### src/rtl/hazard_control_unit_mips_pkg.sv
// rtl/hazard_control_unit_mips_pkg.sv - shared types and constants for the MIPS hazard controller
package mips_hazard_pkg;

    typedef enum logic {IDLE, BUSY} muldiv_state_t;

    localparam logic [4:0] REG_ZERO               = 5'd0;
    localparam int         MULDIV_LATENCY_DEFAULT = 4;
    localparam int         REM_WIDTH              = 4;

endpackage

### src/rtl/hazard_control_unit_mips_if.sv
// rtl/hazard_control_unit_mips_if.sv - Decode/Execute hazard inputs, pipeline controls and perf counters
interface hazard_control_unit_mips_if #(
  parameter int COUNT_WIDTH = 32
);
  logic [4:0]             addressReadARegisterFile_Decode;
  logic [4:0]             addressReadBRegisterFile_Decode;
  logic                   usesB_Decode;
  logic                   readsHiLo_Decode;
  logic                   isMulDiv_Decode;
  logic                   enableReadDataMemory_Execute;
  logic [4:0]             addressWriteRegisterFile_Execute;
  logic                   startMulDiv_Execute;
  logic                   branchTaken_Execute;
  logic                   stallFetch;
  logic                   stallDecode;
  logic                   flushDecode;
  logic                   flushExecute;
  logic                   mulDivBusy;
  logic [COUNT_WIDTH-1:0] loadUseStallCount;
  logic [COUNT_WIDTH-1:0] mulDivStallCount;
  logic [COUNT_WIDTH-1:0] flushCount;

  modport master (
    output addressReadARegisterFile_Decode, addressReadBRegisterFile_Decode, usesB_Decode,
           readsHiLo_Decode, isMulDiv_Decode, enableReadDataMemory_Execute,
           addressWriteRegisterFile_Execute, startMulDiv_Execute, branchTaken_Execute,
    input  stallFetch, stallDecode, flushDecode, flushExecute, mulDivBusy,
           loadUseStallCount, mulDivStallCount, flushCount
  );

  modport slave (
    input  addressReadARegisterFile_Decode, addressReadBRegisterFile_Decode, usesB_Decode,
           readsHiLo_Decode, isMulDiv_Decode, enableReadDataMemory_Execute,
           addressWriteRegisterFile_Execute, startMulDiv_Execute, branchTaken_Execute,
    output stallFetch, stallDecode, flushDecode, flushExecute, mulDivBusy,
           loadUseStallCount, mulDivStallCount, flushCount
  );
endinterface

### src/rtl/hazard_control_unit_mips_muldiv_timer.sv
// rtl/hazard_control_unit_mips_muldiv_timer.sv - mul/div occupancy FSM with down-counter
module hazard_muldiv_timer
  import mips_hazard_pkg::*;
#(
  parameter int MULDIV_LATENCY = MULDIV_LATENCY_DEFAULT
) (
  input  logic clk,
  input  logic reset,
  input  logic start,
  output logic busy
);
  localparam logic [REM_WIDTH-1:0] REM_LOAD = REM_WIDTH'(MULDIV_LATENCY - 1);
  localparam logic [REM_WIDTH-1:0] REM_LAST = REM_WIDTH'(1);

  muldiv_state_t        state_q, state_d;
  logic [REM_WIDTH-1:0] rem_q, rem_d;

  always_ff @(posedge clk or posedge reset) begin
    if (reset) begin
      state_q <= IDLE;
      rem_q   <= '0;
    end else begin
      state_q <= state_d;
      rem_q   <= rem_d;
    end
  end

  // A start in BUSY reloads the count; it only happens if the stall logic upstream is wrong.
  always_comb begin
    state_d = state_q;
    rem_d   = rem_q;
    if (start) begin
      state_d = BUSY;
      rem_d   = REM_LOAD;
    end else begin
      case (state_q)
        IDLE: begin
          state_d = IDLE;
          rem_d   = '0;
        end
        BUSY: begin
          if (rem_q == REM_LAST) begin
            state_d = IDLE;
            rem_d   = '0;
          end else begin
            rem_d = rem_q - REM_LAST;
          end
        end
        default: begin
          state_d = IDLE;
          rem_d   = '0;
        end
      endcase
    end
  end

  assign busy = (state_q == BUSY);
endmodule

### src/rtl/hazard_control_unit_mips.sv
// rtl/hazard_control_unit_mips.sv - load-use / mul-div / branch hazard controller for the 5-stage MIPS pipe
// Optional perf counters enabled by HAZARD_PERF_COUNTERS_EN.
module hazard_control_unit_mips
  import mips_hazard_pkg::*;
#(
  parameter int MULDIV_LATENCY = MULDIV_LATENCY_DEFAULT,
  parameter int COUNT_WIDTH    = 32
) (
  input  logic                       clk,
  input  logic                       reset,
  hazard_control_unit_mips_if.slave  hz
);
  logic busy;
  logic load_use;
  logic md_haz;
  logic stall;

  hazard_muldiv_timer #(
    .MULDIV_LATENCY(MULDIV_LATENCY)
  ) u_timer (
    .clk  (clk),
    .reset(reset),
    .start(hz.startMulDiv_Execute),
    .busy (busy)
  );

  assign load_use = hz.enableReadDataMemory_Execute
                 && (hz.addressWriteRegisterFile_Execute != REG_ZERO)
                 && ((hz.addressReadARegisterFile_Decode == hz.addressWriteRegisterFile_Execute)
                  || (hz.usesB_Decode
                   && (hz.addressReadBRegisterFile_Decode == hz.addressWriteRegisterFile_Execute)));

  assign md_haz = (busy || hz.startMulDiv_Execute) && (hz.readsHiLo_Decode || hz.isMulDiv_Decode);

  // A taken branch makes the Decode instruction wrong-path, so its hazards are moot.
  assign stall = !hz.branchTaken_Execute && (load_use || md_haz);

  assign hz.stallFetch   = stall;
  assign hz.stallDecode  = stall;
  assign hz.flushDecode  = hz.branchTaken_Execute;
  assign hz.flushExecute = hz.branchTaken_Execute || stall;
  assign hz.mulDivBusy   = busy;

`ifdef HAZARD_PERF_COUNTERS_EN
  localparam logic [COUNT_WIDTH-1:0] CNT_ONE = COUNT_WIDTH'(1);

  logic                   lu_ev, md_ev, fl_ev;
  logic [COUNT_WIDTH-1:0] lu_cnt_q, lu_cnt_d;
  logic [COUNT_WIDTH-1:0] md_cnt_q, md_cnt_d;
  logic [COUNT_WIDTH-1:0] fl_cnt_q, fl_cnt_d;

  assign lu_ev = !hz.branchTaken_Execute && load_use;
  assign md_ev = !hz.branchTaken_Execute && !load_use && md_haz;
  assign fl_ev = hz.branchTaken_Execute;

  // Counters stick at all-ones rather than wrapping.
  always_comb begin
    lu_cnt_d = lu_cnt_q;
    md_cnt_d = md_cnt_q;
    fl_cnt_d = fl_cnt_q;
    if (lu_ev && (lu_cnt_q != '1)) lu_cnt_d = lu_cnt_q + CNT_ONE;
    if (md_ev && (md_cnt_q != '1)) md_cnt_d = md_cnt_q + CNT_ONE;
    if (fl_ev && (fl_cnt_q != '1)) fl_cnt_d = fl_cnt_q + CNT_ONE;
  end

  always_ff @(posedge clk or posedge reset) begin
    if (reset) begin
      lu_cnt_q <= '0;
      md_cnt_q <= '0;
      fl_cnt_q <= '0;
    end else begin
      lu_cnt_q <= lu_cnt_d;
      md_cnt_q <= md_cnt_d;
      fl_cnt_q <= fl_cnt_d;
    end
  end

  assign hz.loadUseStallCount = lu_cnt_q;
  assign hz.mulDivStallCount  = md_cnt_q;
  assign hz.flushCount        = fl_cnt_q;
`else
  assign hz.loadUseStallCount = '0;
  assign hz.mulDivStallCount  = '0;
  assign hz.flushCount        = '0;
`endif
endmodule

### src/flat_wrapper.sv
// flat-port wrapper written by rule: the top's interface ports become plain ports
module hazard_control_unit_mips_flat import mips_hazard_pkg::*;
#(
  parameter int MULDIV_LATENCY = MULDIV_LATENCY_DEFAULT,
  parameter int COUNT_WIDTH    = 32
)
  (clk, reset, hz_addressReadARegisterFile_Decode, hz_addressReadBRegisterFile_Decode, hz_usesB_Decode, hz_readsHiLo_Decode, hz_isMulDiv_Decode, hz_enableReadDataMemory_Execute, hz_addressWriteRegisterFile_Execute, hz_startMulDiv_Execute, hz_branchTaken_Execute, hz_stallFetch, hz_stallDecode, hz_flushDecode, hz_flushExecute, hz_mulDivBusy, hz_loadUseStallCount, hz_mulDivStallCount, hz_flushCount);
  hazard_control_unit_mips_if #(.COUNT_WIDTH(COUNT_WIDTH)) hz_i ();
  input  logic clk;
  input  logic reset;
  input wire logic [$bits(hz_i.addressReadARegisterFile_Decode)-1:0] hz_addressReadARegisterFile_Decode;
  input wire logic [$bits(hz_i.addressReadBRegisterFile_Decode)-1:0] hz_addressReadBRegisterFile_Decode;
  input wire logic [$bits(hz_i.usesB_Decode)-1:0] hz_usesB_Decode;
  input wire logic [$bits(hz_i.readsHiLo_Decode)-1:0] hz_readsHiLo_Decode;
  input wire logic [$bits(hz_i.isMulDiv_Decode)-1:0] hz_isMulDiv_Decode;
  input wire logic [$bits(hz_i.enableReadDataMemory_Execute)-1:0] hz_enableReadDataMemory_Execute;
  input wire logic [$bits(hz_i.addressWriteRegisterFile_Execute)-1:0] hz_addressWriteRegisterFile_Execute;
  input wire logic [$bits(hz_i.startMulDiv_Execute)-1:0] hz_startMulDiv_Execute;
  input wire logic [$bits(hz_i.branchTaken_Execute)-1:0] hz_branchTaken_Execute;
  output wire logic [$bits(hz_i.stallFetch)-1:0] hz_stallFetch;
  output wire logic [$bits(hz_i.stallDecode)-1:0] hz_stallDecode;
  output wire logic [$bits(hz_i.flushDecode)-1:0] hz_flushDecode;
  output wire logic [$bits(hz_i.flushExecute)-1:0] hz_flushExecute;
  output wire logic [$bits(hz_i.mulDivBusy)-1:0] hz_mulDivBusy;
  output wire logic [$bits(hz_i.loadUseStallCount)-1:0] hz_loadUseStallCount;
  output wire logic [$bits(hz_i.mulDivStallCount)-1:0] hz_mulDivStallCount;
  output wire logic [$bits(hz_i.flushCount)-1:0] hz_flushCount;
  assign hz_i.addressReadARegisterFile_Decode = hz_addressReadARegisterFile_Decode;
  assign hz_i.addressReadBRegisterFile_Decode = hz_addressReadBRegisterFile_Decode;
  assign hz_i.usesB_Decode = hz_usesB_Decode;
  assign hz_i.readsHiLo_Decode = hz_readsHiLo_Decode;
  assign hz_i.isMulDiv_Decode = hz_isMulDiv_Decode;
  assign hz_i.enableReadDataMemory_Execute = hz_enableReadDataMemory_Execute;
  assign hz_i.addressWriteRegisterFile_Execute = hz_addressWriteRegisterFile_Execute;
  assign hz_i.startMulDiv_Execute = hz_startMulDiv_Execute;
  assign hz_i.branchTaken_Execute = hz_branchTaken_Execute;
  assign hz_stallFetch = hz_i.stallFetch;
  assign hz_stallDecode = hz_i.stallDecode;
  assign hz_flushDecode = hz_i.flushDecode;
  assign hz_flushExecute = hz_i.flushExecute;
  assign hz_mulDivBusy = hz_i.mulDivBusy;
  assign hz_loadUseStallCount = hz_i.loadUseStallCount;
  assign hz_mulDivStallCount = hz_i.mulDivStallCount;
  assign hz_flushCount = hz_i.flushCount;
  hazard_control_unit_mips #(.MULDIV_LATENCY(MULDIV_LATENCY), .COUNT_WIDTH(COUNT_WIDTH)) u_core (.clk(clk), .reset(reset), .hz(hz_i));
endmodule
### config.mk
export PLATFORM = sky130hd
export DESIGN_NAME = hazard_control_unit_mips_flat
export DESIGN_NICKNAME = d
export VERILOG_FILES = /design/src/rtl/hazard_control_unit_mips_pkg.sv /design/src/rtl/hazard_control_unit_mips_if.sv /design/src/rtl/hazard_control_unit_mips_muldiv_timer.sv /design/src/rtl/hazard_control_unit_mips.sv /design/src/flat_wrapper.sv
export SDC_FILE = /design/constraint.sdc
export NUM_CORES = 1
export LEC_CHECK = 0
export ABC_AREA = 1
export BUFFER_PORTS_ARGS = -buffer_cell sky130_fd_sc_hd__buf_4
export CELL_PAD_IN_SITES_DETAIL_PLACEMENT = 0
export CELL_PAD_IN_SITES_GLOBAL_PLACEMENT = 1
export CORE_ASPECT_RATIO = 0.5
export CORE_MARGIN = 3
export CORE_UTILIZATION = 24
export DETAILED_ROUTE_END_ITERATION = 8
export HOLD_SLACK_MARGIN = 0.12
export PLACE_DENSITY_LB_ADDON = 0.1
export SLEW_MARGIN = 20
export SYNTH_ARGS = -nofsm -noshare
export SYNTH_HDL_FRONTEND = slang
export SYNTH_SLANG_ARGS = --single-unit
### constraint.sdc
create_clock -name clk -period 2.2 [get_ports clk]
set_clock_uncertainty 0.2 [all_clocks]
set_input_delay 0.22 -clock clk [delete_from_list [all_inputs] [get_ports clk]]
set_output_delay 0.22 -clock clk [all_outputs]
set_load 0.02 [all_outputs]
==> results.rst, run 1 <==
.. list-table::
   :header-rows: 1

   * - Metric
     - Value
   * - Most frequently used flop master after synthesis
     - sky130_fd_sc_hd__dfrtp_1
   * - Overall routed net length
     - 1967 um
   * - Number of antenna violations at the first check in global routing
     - 0
   * - Clock latency on the worst-skew pair
     - between 0.2 and 0.25 ns
   * - Critical path cell sequence
     - dlygate4sd3_1 > buf_4 > o22ai_1 > a21oi_2 > buf_4
   * - Most numerous cell in the Yosys netlist
     - sky130_fd_sc_hd__buf_4
   * - Highest-delay cell along the critical path
     - sky130_fd_sc_hd__dlygate4sd3_1
   * - Dominant combinational cell family by area after synthesis
     - buffers and inverters
   * - Yosys warnings
     - 0
   * - Hold/Removal Path Class
     - input pin to asynchronous set/reset pin
   * - Placer congestion estimate
     - 0.7408
   * - Total number of vias
     - 798
   * - Number of optimization iterations in the first detailed-route pass
     - 2
   * - Setup-failing EPs final
     - 0
   * - Post-route cell area
     - 1175 um2
   * - Run status
     - completed
   * - Setup repair after global routing missed its margin
     - no
   * - Bufs on Longest Clock Path
     - 2
   * - Worst EP arrival
     - 1.40 ns
   * - Xor and xnor area share after synthesis
     - 0.02183
   * - Share of layout cells above drive strength 1
     - 0.1579
   * - DRC violation count after routing
     - 0
   * - Routed via count divided by cell count
     - 2.902
   * - PwrDens
     - ~480 nW/um2
   * - First-pass GRT wire length
     - 2746 um
   * - Cell Rows
     - 17
   * - Sinks on the clock net
     - 5
   * - Min Clock Period, post-route
     - 1.819 ns
   * - Number of buffers added by the clock tree synthesis step
     - 3
   * - # IOs
     - 124
   * - Final total negative setup slack
     - 0 ns
   * - Count of buffers inserted at the top-level ports
     - 27
   * - Count of mapped cells out of synthesis
     - between 150 and 200
   * - Leading area contributor after synthesis
     - sky130_fd_sc_hd__buf_4
   * - Root Driver
     - sky130_fd_sc_hd__clkbuf_8
   * - Buffers inserted during post-CTS setup optimization
     - 0
   * - Startpoint Class
     - input pin
   * - Syn-to-layout area delta
     - -2.391%
   * - Asr flop ratio synth
     - 1.000
   * - Leakage dissipation
     - 0.7798 nW
   * - CTS tree
     - yes
   * - Maximum clock frequency
     - 0.5497 GHz
   * - Sequential-to-total area share from yosys stat
     - 0.1040
   * - Mux share of post-synthesis cell area
     - 0
   * - EDFF count, synth
     - 0
   * - Ranking of synthesized cells by instance count
     - sky130_fd_sc_hd__buf_4 (98), sky130_fd_sc_hd__nand2_1 (30), sky130_fd_sc_hd__inv_1 (18), sky130_fd_sc_hd__nor2_1 (9), sky130_fd_sc_hd__dfrtp_1 (5)
   * - Endpoints failing hold
     - 0
   * - All-Layer GR Usage
     - 0.05973
   * - Number of distinct library cells after synthesis
     - 17
   * - Register area
     - 125.1 um2
   * - Multi-input logic area
     - 628.1 um2
   * - Detail Placement HPWL
     - 1846 um
   * - Average cell area after synthesis
     - 6.724 um2
   * - Slew Limit Fails
     - 0
   * - Die Y-Extent
     - 56.08 um
   * - Total Die Area
     - 5952 um2
   * - Clock-pin transition on the worst setup and hold timing paths
     - ~0.04 ns
   * - Antenna diode count
     - 0
   * - Mapped cell area
     - between 1000 and 1500 um2
   * - Tcrit/Tclk final
     - 0.8270
   * - Register-to-Register Setup Slack
     - 1.04 ns
   * - Peak per-stage delay on the critical path
     - 0.54 ns
   * - Number of global-route vias before repair
     - 594
   * - GR Overflow Total
     - 0
   * - Maximum net fanout on the critical path
     - 2
   * - Total of flip-flops plus latches after synthesis
     - 5
   * - Basic-gate share of the synthesized area counting and, or, nand and nor cells
     - 0.1549
   * - Share of the synthesized area in compound gates (AO/OA/AOI/OAI)
     - 0.02495
   * - Crit end category
     - output port
   * - Placeable core area
     - 4616 um2
   * - Peak supply drop
     - 0.1440 mV
   * - Filler cell count in the final layout
     - 543
   * - Final Net Count
     - between 200 and 250
   * - Post-DRT Antenna Nets
     - 0
   * - Most area-consuming cells after synthesis
     - sky130_fd_sc_hd__buf_4 (61%), sky130_fd_sc_hd__dfrtp_1 (10%), sky130_fd_sc_hd__nand2_1 (9.4%), sky130_fd_sc_hd__inv_1 (5.6%), sky130_fd_sc_hd__nor2_1 (2.8%)
   * - Critical path data required time
     - about 1.8 ns
   * - Adder and majority gate portion of the synthesized area
     - 0.02079
   * - Starting Density
     - 0.2608
   * - DIE WIDTH
     - around 110 um
   * - Share of the synthesized area in the top cell type
     - 0.6112
   * - Post-placement cell area
     - around 1100 um2
   * - Iter 0 DRT Violations
     - 34
   * - WS Path Type
     - input pin to output port
   * - Cell repeated most along the worst path
     - sky130_fd_sc_hd__buf_4
   * - Max_cap viols
     - 0
   * - Average wire per standard cell
     - 7.153 um
   * - Maximum level of the CTS H-tree
     - 1
   * - Maximum number of pins on one net before global-route repair
     - 6
## layout make-up
cell class | instances | share of cell area
Timing Repair Buffer | 29 | 0.1896
Inverter | 19 | 0.06070
Sequential cell | 5 | 0.1065
Multi-Input combinational cell | 152 | 0.5346
Clock buffer | 4 | 0.03834
Tap cell | 66 | 0.07029
## registers in the layout, indices dropped and copies added, names as in the netlist
register / count
u_core.u_timer.rem_q: 4
u_core.u_timer.busy: 1
## report_power, final
group | switching [mW] | internal, mW
combinational | 0.212 | 0.0663
sequential | 0.0111 | 0.104
clock | 0.0451 | 0.124
## timing repair
item,4_1_cts,5_1_grt
resized for setup,0,0
hold buffers,2,0
hold endpoints to repair,8,0
## metal layers
layer,share of wire,up-vias,track usage,routed length (um)
met5,0,-,0,0
met4,0.014,0,0.02768,27
met3,0.16,2,0.02897,312
met2,0.48,65,0.09361,937
met1,0.35,333,0.06863,691
li1,-,398,-,-
## cell usage in the layout, fill, tap and decap left out, drive strengths merged
| cell type | instances |
|---|---|
| nor2 | 9 |
| ha | 2 |
| conb | 96 |
| nand2 | 31 |
| dlygate4sd3 | 2 |
| nor3 | 1 |
| xnor2 | 3 |
| buf | 27 |
| nand4 | 1 |
| o22ai | 1 |
| clkbuf | 4 |
| nand3b | 1 |
| o21ai | 3 |
| dfrtp | 5 |
| inv | 19 |
| nand3 | 3 |
| a21oi | 1 |
## cells by family after synthesis
kind of cell	count (synthesis)
buf+inv	117
xor+xnor	3
other cells	1
compound gates	5
fa+ha+maj	2
flops	5
simple gates	46
## critical path, delay by kind of cell
family / cells / cell delay [ns]
buf+inv: 3 / 0.84
compound gates: 2 / 0.34
## worst paths after layout
kind	endpoint	depth (start not counted)	from
hold / removal	u_core.u_timer.busy	3	reset
min in group clk	u_core.u_timer.rem_q[0]	1	u_core.u_timer.rem_q[0]
setup reg to reg	u_core.u_timer.rem_q[3]	4	u_core.u_timer.rem_q[0]
max in group asynchronous	u_core.u_timer.rem_q[0]	3	reset
hold reg to reg	u_core.u_timer.rem_q[0]	1	u_core.u_timer.rem_q[0]
setup / recovery	hz_stallFetch	5	hz_startMulDiv_Execute
## stage by stage
stage | setup slack, ns | hold slack (ns) | instances | total power, mW | utilization
after floorplan | 0.6544 | -0.2015 | 274 | 0.4604 | -
final | 0.3807 | 0.2626 | 275 | 0.5631 | 0.2545
after detailed placement | 0.6514 | -0.05092 | 269 | 0.3885 | 0.2404
after CTS | 0.3629 | 0.2699 | 275 | 0.5658 | 0.2545
after global routing | 0.2933 | 0.3127 | 275 | 0.6042 | 0.2545
after global placement | 0.5869 | -0.04620 | 269 | 0.3926 | 0.2404
Note: power is estimated with default switching activity, not from simulation.
==> run 2: changes to the inputs <==
--- a/config.mk
+++ b/config.mk
@@ -11,7 +11,7 @@
 export CELL_PAD_IN_SITES_GLOBAL_PLACEMENT = 1
 export CORE_ASPECT_RATIO = 0.5
 export CORE_MARGIN = 3
-export CORE_UTILIZATION = 24
+export CORE_UTILIZATION = 22
 export DETAILED_ROUTE_END_ITERATION = 8
 export HOLD_SLACK_MARGIN = 0.12
 export PLACE_DENSITY_LB_ADDON = 0.1
==> constraint.sdc (replaced) <==
create_clock -name clk -period 1.8 [get_ports clk]
set_clock_uncertainty 0.2 [all_clocks]
set_input_delay 0.18 -clock clk [delete_from_list [all_inputs] [get_ports clk]]
set_output_delay 0.18 -clock clk [all_outputs]
set_load 0.02 [all_outputs]
==> results.rst, run 2 (synthesis gave the netlist of run 1 again) <==
.. list-table::
   :header-rows: 1

   * - Metric
     - Value
   * - Setup repair after global routing missed its margin
     - no
   * - Run status
     - completed
   * - Share of layout cells above drive strength 1
     - 0.1579
   * - PwrDens
     - 582.4 nW/um2
   * - First-pass GRT wire length
     - 2704 um
   * - Antenna diode count
     - 0
   * - Slew Limit Fails
     - 0
   * - All-Layer GR Usage
     - 0.05307
   * - Final total negative setup slack
     - 0 ns
   * - Number of buffers added by the clock tree synthesis step
     - 3
   * - Overall routed net length
     - between 2000 and 2500 um
   * - Startpoint Class
     - flop
   * - Leakage dissipation
     - 0.7798 nW
   * - Crit end category
     - output port
   * - Iter 0 DRT Violations
     - 12
   * - Tcrit/Tclk final
     - 0.8872
   * - Placed cell count
     - between 200 and 300
   * - Routed via count divided by cell count
     - 2.900
   * - Most frequent standard cell in the layout excluding fill and tap cells
     - sky130_fd_sc_hd__conb_1
   * - DRC violation count after routing
     - 0
   * - Total Die Area
     - 6449 um2
   * - Peak per-stage delay on the critical path
     - 0.42 ns
   * - # IOs
     - around 120
   * - Largest register FFs
     - 4
   * - Post-placement cell area
     - 1115 um2
   * - Cell Rows
     - 18
   * - Average wire per standard cell
     - between 7 and 8 um
   * - Maximum clock frequency
     - roughly 0.63 GHz
   * - Maximum number of pins on one net before global-route repair
     - 6
   * - Post-route cell area
     - 1180 um2
   * - Min Clock Period, post-route
     - 1.597 ns
   * - Bufs on Longest Clock Path
     - 2
   * - Number of antenna violations at the first check in global routing
     - 0
   * - Sinks on the clock net
     - 5
   * - Most frequent cells in the layout
     - sky130_fd_sc_hd__conb_1 (96), sky130_fd_sc_hd__nand2_1 (30), sky130_fd_sc_hd__buf_4 (27)
   * - Final core utilization
     - 0.2318
   * - Critical path cell sequence
     - o22ai_1 > nand3b_1 > buf_4
   * - Filler cell count in the final layout
     - 593
   * - Die Y-Extent
     - 58.31 um
   * - CTS tree
     - yes
   * - Count of buffers inserted at the top-level ports
     - 27
   * - Syn-to-layout area delta
     - -1.975%
   * - Combined buffer and inverter count along the critical path
     - 1
   * - Placeable core area
     - 5090 um2
   * - Root Driver
     - sky130_fd_sc_hd__clkbuf_8
   * - DIE WIDTH
     - around 110 um
   * - Endpoints failing hold
     - 0
   * - Maximum net fanout on the critical path
     - 5
   * - Number of global-route vias before repair
     - 582
   * - WS Path Type
     - flop to output port
   * - GR Overflow Total
     - 0
   * - Worst EP arrival
     - 1.22 ns
   * - Post-DRT Antenna Nets
     - 0
   * - Number of optimization iterations in the first detailed-route pass
     - 3
   * - Clock latency on the worst-skew pair
     - 0.22 ns
   * - Max_cap viols
     - 0
   * - Total number of vias
     - 809
   * - Highest-delay cell along the critical path
     - sky130_fd_sc_hd__dfrtp_1
   * - Multi-input logic area
     - 628.1 um2
   * - Register area
     - roughly 130 um2
   * - Final Net Count
     - 235
   * - Critical path data required time
     - 1.42 ns
   * - Setup-failing EPs final
     - 0
   * - Detail Placement HPWL
     - 1863 um
   * - Register-to-Register Path Depth
     - 3
   * - Stages on worst setup path
     - 3
   * - Maximum level of the CTS H-tree
     - 1
   * - Hold/Removal Path Class
     - input pin to asynchronous set/reset pin
   * - Placer congestion estimate
     - 0.6993
   * - Number of standard cells in the final layout excluding fillers
     - 279
   * - Starting Density
     - 0.2365
   * - Peak supply drop
     - around 0.15 mV
   * - Cell family with the largest share of critical-path delay
     - flip-flops
   * - Largest register by flop count
     - u_core.u_timer.rem_q
   * - Buffers inserted during post-CTS setup optimization
     - 0
   * - Clock-pin transition on the worst setup and hold timing paths
     - 0.04 ns
run 2: cell counts in the layout (fill, tap and decap cells not counted):
Identical to the previous run, type by type.
run 2: report_power, final:
group	switching (mW)	total, mW	internal (mW)
clock network	0.0560	0.208	0.152
registers	0.0126	0.140	0.128
logic	0.258	0.339	0.0809
run 2: what timing repair did:
action | CTS | global route
endpoints found under the hold margin | 10 | 0
hold buffers | 2 | 0
resized for setup | 0 | 0
run 2: final timing paths:
kind	slack, ns	startpoint	end
max	0.20	u_core.u_timer.busy	hz_flushExecute
min	0.22	reset	u_core.u_timer.busy
max reg2reg	0.65	u_core.u_timer.rem_q[0]	u_core.u_timer.rem_q[1]
min reg2reg	0.32	u_core.u_timer.rem_q[0]	u_core.u_timer.rem_q[0]
max in group asynchronous	1.01	reset	u_core.u_timer.rem_q[2]
min in group clk	0.32	u_core.u_timer.rem_q[0]	u_core.u_timer.rem_q[0]
run 2: through the flow:
step | hold slack [ns] | total power [mW] | setup slack, ns
after floorplan | -0.2415 | 0.5627 | 0.2944
after detailed placement | -0.09789 | 0.4741 | 0.3266
after global placement | -0.08588 | 0.4774 | 0.2851
final | 0.2187 | 0.6872 | 0.2030
after global routing | 0.2543 | 0.7383 | 0.09379
after CTS | 0.2250 | 0.6907 | 0.1705
run 2: per-layer routing:
layer  track usage  vias to the layer above  part of all wire
met2       0.09224                       65              0.51
met4       0.03684                        0             0.017
met5             0                        -                 0
met1       0.05846                      345              0.34
met3       0.01437                        2              0.14
li1              -                      397                 -
run 2: layout make-up:
type                       count  area share
clock buffer                   4     0.03818
inverter                      19     0.06045
multi-input combinational    152      0.5323
sequential                     5      0.1060
tap                           70     0.07423
timing repair buffer          29      0.1888
run 2: tightest hold or removal path: stages:
cell and delay [ns]:
sky130_fd_sc_hd__dlygate4sd3_1 0.54, sky130_fd_sc_hd__buf_4 0.13, sky130_fd_sc_hd__inv_1 0.16
